`config.mk`:
```
export PLATFORM = sky130hd
export DESIGN_NAME = mult_div_unit
export DESIGN_NICKNAME = d
export VERILOG_FILES = /design/src/rtl/mult_div_pkg.sv /design/src/rtl/mult_div_unit_div_step.sv /design/src/rtl/mult_div_unit.sv
export SDC_FILE = /design/constraint.sdc
export NUM_CORES = 1
export LEC_CHECK = 0
export BUFFER_PORTS_ARGS = -buffer_cell sky130_fd_sc_hd__buf_4
export CORE_MARGIN = 5
export CORE_UTILIZATION = 50
export CTS_CLUSTER_DIAMETER = 150
export CTS_CLUSTER_SIZE = 25
export DETAILED_ROUTE_END_ITERATION = 12
export PLACE_DENSITY = 0.68
export SLEW_MARGIN = 10
export SYNTH_ARGS = -nofsm -noshare
export SYNTH_HDL_FRONTEND = slang
export SYNTH_SLANG_ARGS = --single-unit
```
`constraint.sdc`:
```
create_clock -name clk -period 6.08 [get_ports clk]
set_clock_uncertainty 0.2 [all_clocks]
set_input_delay 0.912 -clock clk [delete_from_list [all_inputs] [get_ports clk]]
set_output_delay 0.912 -clock clk [all_outputs]
set_load 0.1 [all_outputs]
```
`src/rtl/mult_div_pkg.sv`:
```
// rtl/mult_div_pkg.sv - shared widths and FSM encoding for the multiply/divide unit
package mult_div_pkg;

  localparam int DATA_W = 32;
  localparam int ITER   = DATA_W;
  localparam int CNT_W  = $clog2(ITER);

  typedef enum logic [1:0] {
    IDLE = 2'd0,
    MULT = 2'd1,
    DIV  = 2'd2,
    FIN  = 2'd3
  } state_t;

endpackage

```
`src/rtl/mult_div_unit_div_step.sv`:
```
// rtl/mult_div_unit_div_step.sv - one restoring-division step on unsigned magnitudes
module div_iter_step #(
  parameter int WIDTH = 32
) (
  input  logic [WIDTH-1:0] rem_in,
  input  logic             next_bit,
  input  logic [WIDTH-1:0] divisor,
  output logic [WIDTH-1:0] rem_out,
  output logic             q_bit
);

  logic [WIDTH:0] shifted;
  logic [WIDTH:0] trial;

  // Partial remainder stays below 2*divisor, so the extra top bit of trial is its sign.
  assign shifted = {rem_in, next_bit};
  assign trial   = shifted - {1'b0, divisor};
  assign q_bit   = ~trial[WIDTH];
  assign rem_out = q_bit ? trial[WIDTH-1:0] : shifted[WIDTH-1:0];

endmodule

```
`src/rtl/mult_div_unit.sv`:
```
// rtl/mult_div_unit.sv - multicycle signed Booth multiply / restoring divide unit
module mult_div_unit
  import mult_div_pkg::*;
#(
  parameter int WIDTH = DATA_W
) (
  input  logic             clk,
  input  logic             reset,
  input  logic             mult_start,
  input  logic             div_start,
  input  logic [WIDTH-1:0] a_in,
  input  logic [WIDTH-1:0] b_in,
  output logic [WIDTH-1:0] hi_out,
  output logic [WIDTH-1:0] lo_out,
  output logic             busy,
  output logic             done,
  output logic             div_zero
);

  localparam int CW = $clog2(WIDTH);

  state_t state, state_nxt;

  logic [WIDTH:0]   acc, m_reg, booth_sum, acc_nxt;
  logic [WIDTH-1:0] q_reg, q_nxt;
  logic             q_m1;

  logic [WIDTH-1:0] rem, quo, dvsr;
  logic [WIDTH-1:0] rem_nxt, quo_nxt, rem_fix, quo_fix;
  logic [WIDTH-1:0] a_mag, b_mag;
  logic             qbit, sign_a, sign_b;

  logic             dz_flag;
  logic [CW-1:0]    cnt;
  logic             last;

  assign last = (cnt == CW'(WIDTH - 1));

  // Booth step: accumulator is one bit wider so subtracting -2^(WIDTH-1) cannot overflow.
  always_comb begin
    booth_sum = acc;
    case ({q_reg[0], q_m1})
      2'b01:   booth_sum = acc + m_reg;
      2'b10:   booth_sum = acc - m_reg;
      default: booth_sum = acc;
    endcase
  end

  assign acc_nxt = {booth_sum[WIDTH], booth_sum[WIDTH:1]};
  assign q_nxt   = {booth_sum[0], q_reg[WIDTH-1:1]};

  assign a_mag = a_in[WIDTH-1] ? -a_in : a_in;
  assign b_mag = b_in[WIDTH-1] ? -b_in : b_in;

  div_iter_step #(.WIDTH(WIDTH)) u_div_step (
    .rem_in   (rem),
    .next_bit (quo[WIDTH-1]),
    .divisor  (dvsr),
    .rem_out  (rem_nxt),
    .q_bit    (qbit)
  );

  assign quo_nxt = {quo[WIDTH-2:0], qbit};
  assign quo_fix = (sign_a ^ sign_b) ? -quo_nxt : quo_nxt;
  assign rem_fix = sign_a ? -rem_nxt : rem_nxt;

  always_ff @(posedge clk) begin
    if (reset) state <= IDLE;
    else       state <= state_nxt;
  end

  always_comb begin
    state_nxt = state;
    busy      = 1'b0;
    done      = 1'b0;
    div_zero  = 1'b0;
    case (state)
      IDLE: begin
        if (mult_start)     state_nxt = MULT;
        else if (div_start) state_nxt = (b_in == '0) ? FIN : DIV;
      end
      MULT: begin
        busy = 1'b1;
        if (last) state_nxt = FIN;
      end
      DIV: begin
        busy = 1'b1;
        if (last) state_nxt = FIN;
      end
      FIN: begin
        busy      = 1'b1;
        done      = 1'b1;
        div_zero  = dz_flag;
        state_nxt = IDLE;
      end
      default: state_nxt = IDLE;
    endcase
  end

  always_ff @(posedge clk) begin
    if (reset) begin
      acc     <= '0;
      m_reg   <= '0;
      q_reg   <= '0;
      q_m1    <= 1'b0;
      rem     <= '0;
      quo     <= '0;
      dvsr    <= '0;
      sign_a  <= 1'b0;
      sign_b  <= 1'b0;
      dz_flag <= 1'b0;
      cnt     <= '0;
      hi_out  <= '0;
      lo_out  <= '0;
    end else begin
      case (state)
        IDLE: begin
          if (mult_start) begin
            acc     <= '0;
            m_reg   <= {a_in[WIDTH-1], a_in};
            q_reg   <= b_in;
            q_m1    <= 1'b0;
            cnt     <= '0;
            dz_flag <= 1'b0;
          end else if (div_start) begin
            if (b_in == '0) begin
              dz_flag <= 1'b1;
            end else begin
              rem     <= '0;
              quo     <= a_mag;
              dvsr    <= b_mag;
              sign_a  <= a_in[WIDTH-1];
              sign_b  <= b_in[WIDTH-1];
              cnt     <= '0;
              dz_flag <= 1'b0;
            end
          end
        end
        MULT: begin
          acc   <= acc_nxt;
          q_reg <= q_nxt;
          q_m1  <= q_reg[0];
          cnt   <= cnt + CW'(1);
          if (last) begin
            hi_out <= acc_nxt[WIDTH-1:0];
            lo_out <= q_nxt;
          end
        end
        DIV: begin
          rem <= rem_nxt;
          quo <= quo_nxt;
          cnt <= cnt + CW'(1);
          if (last) begin
            hi_out <= rem_fix;
            lo_out <= quo_fix;
          end
        end
        default: ;
      endcase
    end
  end

endmodule

```
==> reports/results.txt <==
The flow ran to the end, and the final reports show no timing, DRC or antenna violations. Summed over all layers, the routed wires come to 60450 um. In the post-synthesis netlist, the cell with the most instances is nor2_1. For the number of nets in the final layout, the log shows 2655. The congestion estimate from routability-driven global placement came to 0.9213.

The setup slack of the critical path after layout is 0.3958 ns. Summed over its instances, the top area cell type makes up 28.53% of the synthesized netlist area. The number of antenna diodes in the final layout is 0.

The worst-case IR drop observed on VDD is 0.2376 mV. For the I/O pin total, the log shows 135. The clock net in this run drives a total of 267 sinks. After the first detailed-routing iteration, the DRC count stood at 1595. The overflow left after global routing was 0. After detailed placement, the design holds a cell count of 2966. The area inside the core boundary is 37310 um2. The clock-pin transition on the worst setup and hold timing paths was 0.10 ns; the worst endpoint data arrival time was 5.92 ns. Global routing consumed, over all layers together, 27.82% of the routing resources. The HPWL after detailed placement is 45680 um. The share of layout cells above drive strength 1 works out to 9.649%.

At the later pin of the worst-skew pair, clock insertion delay measures 0.51 ns. On the worst path, the slowest cell contributes a delay of 0.54 ns. Number of buffers inserted for hold repair after clock tree synthesis: 0. For the highest clock frequency the design can meet, the log shows 175.9 MHz. The tools report the launching element type of the critical path as a flop. In this run the core area contains 71 standard-cell rows. Buffers inserted during clock tree synthesis total 14. Worst min-delay path category: flop to flop. The maximum root-to-sink buffer count is 3, and the first-pass GRT wire length is 93880 um. After technology mapping, the gate count stands at 2492. The post-synthesis cell type with the largest combined area was dfxtp_1. Ranked by instance count, the synthesized netlist is headed by nor2_1, nand2_1, dfxtp_1, a21oi_1, clkbuf_1.

The time the worst path needs with I/O delays and setup works out to 5.684 ns. The worst path uses 93.49% of the clock period. Traced cell by cell, the critical path runs through ha_1 > and4_1 > nand2_1 > nor4_1 > o21ai_2 > a31oi_4 > nor2_4 > inv_2 > nor2_1 > a21oi_1 > ha_1 > nand2_1 > or3_1 > a2111oi_2 > o211ai_2 > nor4_4 > nor2_1 > or3_1 > nor3_2. The logs give 0.2619 ns for the worst-case hold slack and 28.53% for the sequential-to-total area share from yosys stat. The Yosys step of the flow raised 0 warnings.

The synthesis-to-layout area growth came out at 8.789%. TritonCTS built the clock tree. The tools report the cell area after synthesis as 18730 um2.

The total of flip-flops plus latches after synthesis came out at 267. The setup path with the least slack is of type flop to flop. The routed layout has 18280 vias.

Dividing the detail-routed wire length by the instance count gives 20.27 um. The number of enable-type register cells in the synthesized netlist was 0; the die outline area was 41440 um2. Sorting the synthesized cells by area gives the leading types as dfxtp_1, nor2_1, a21oi_1. Die span in y: 203.6 um. The analysis attributes to cell leakage a power of 0.007811 uW.

The count of cells in the finished layout, fillers not included, comes to 2982. Setup repair after global routing left no endpoint under its margin. The quantity of I/O buffers inserted on ports is 134, and the via count of the first global-routing pass is 16690.

For the max-slew violation total from the final report, the log shows 0. The logs give 0 for the final hold violation count and 0 for the DRC violations left. The power after layout was 7238 uW; the setup-violating endpoint count in the final report was 0.

Dividing the detail-routed via count by the number of cells gives 6.129. Adding up every negative setup slack in the final design gives 0 ns. For this configuration, the core starts out at a cell density of 50.21%.

Flip-flop cell with the highest count after synthesis: dfxtp_1. The average instance area after synthesis came out at 7.518 um2. At the pin with the least slew margin, the transition time is 1.178 ns. Entering global routing, the biggest net connects 185 pins. The logs give 2639 for the total nets after synthesis and 0 for the post-detailed-route count of antenna-violating nets. In this run the power density over the cells is 355.2 nW/um2. The number of different library cells used by synthesis comes to 105.

The number of detailed-route iterations in the first pass is 5, and the placement-stage worst setup slack is 0.5523 ns. In the synthesized netlist the async set-or-reset flop fraction comes to 0%. The maximum fanout along the worst path works out to 12. The cell with the biggest individual delay on the critical path was nor4_4. The tools report the headroom to the max-slew limit as 21.05%. The clock tree root driver cell is clkbuf_16.

The number of max-cap violations was 0; the number of antenna violations at the first check in global routing was 0. The required time at the endpoint of the critical path was 6.32 ns. The tools report the kind of end point of the critical path as a flop. From left edge to right edge, the die measures 203.6 um. The CTS H-tree depth was 1; the reg-to-reg setup timing slack was 0.40 ns.
==> final timing paths <==
kind,from,to,cells after the start
max reg2reg,rem[24],hi_out[28],19
max,rem[24],hi_out[28],19
min,lo_out[13],lo_out[13],2
min reg2reg,lo_out[13],lo_out[13],2
==> area by class of cell <==
| cell class | instances | area (um2) |
|---|---|---|
| clock inverter | 1 | 8.758 |
| inverter | 74 | 277.8 |
| timing repair buffer | 158 | 1205 |
| sequential | 267 | 5345 |
| multi-input combinational | 1993 | 12580 |
| clock buffer | 15 | 375.4 |
| tap | 474 | 593.1 |
| fill | 3721 | 16930 |
==> kinds of logic (layout without fill, tap and decap cells) <==
family	count (synthesis)	in the layout	synth area share [%]
compound gates	751	751	26.42
xor+xnor	179	179	8.368
fa+ha+maj	79	79	5.356
buf+inv	232	248	4.882
flops	267	267	28.53
mux	75	75	4.167
simple gates	909	909	22.27
==> cell usage in the layout, fill, tap and decap left out, types with 8 or more instances in the layout <==
cell type	instances
and3_1	18
a21oi_1	242
nand2_1	280
ha_1	75
buf_4	156
dfxtp_1	267
mux2_2	17
and4_1	10
nand4_1	8
nand2b_1	23
nor2_1	370
nand3_1	31
o41ai_1	13
a22oi_1	46
a21o_1	26
o22ai_1	8
inv_1	71
a211oi_1	110
nor4_1	14
o21a_1	10
a221oi_1	9
or4_1	16
nor2b_1	12
o211ai_1	14
clkbuf_16	15
mux2i_1	56
xor2_1	87
a31oi_1	16
nor3_1	46
xnor2_1	91
or3_1	29
a311oi_1	12
o21ai_0	119
and2_1	11
o31ai_1	29
a211o_1	13
==> worst max-delay path, delay by kind of cell, from the launching register on <==
kind,cells,cell delay [ns]
adders and majority gates,2,0.75
DFF,1,0.38
buffers and inverters,1,0.19
AOI/OAI and AO/OA,5,1.43
and+or+nand+nor,11,2.65
==> repair_timing <==
item                                    4_1_cts  5_1_grt
buffers inserted                              0        0
gates resized for setup                       0        1
endpoints found under the setup margin        0        4
==> layer usage <==
| metal | track usage [%] | up-vias | share of wire [%] |
|---|---|---|---|
| met2 | 46.82 | 555 | 48 |
| met3 | 2.512 | 74 | 5.8 |
| met5 | 0 | - | 0 |
| li1 | - | 8982 | - |
| met1 | 38.40 | 8666 | 43 |
| met4 | 7.709 | 0 | 2.9 |
==> per-stage QoR <==
| step | area (um2) | util, % |
|---|---|---|
| global route | 20380 | 54.62 |
| finish | 20380 | 54.62 |
| CTS | 20370 | 54.59 |
| floorplan | 18730 | - |
| global placement | 19990 | 53.56 |
| detailed placement | 19990 | 53.56 |
==> where the power goes <==
part / total (uW) / internal [uW] / switching, uW
combinational: 4000 / 1390 / 2610
sequential: 2180 / 1960 / 221
clock: 1060 / 449 / 612
No activity file was read; power rests on OpenSTA's default activity.
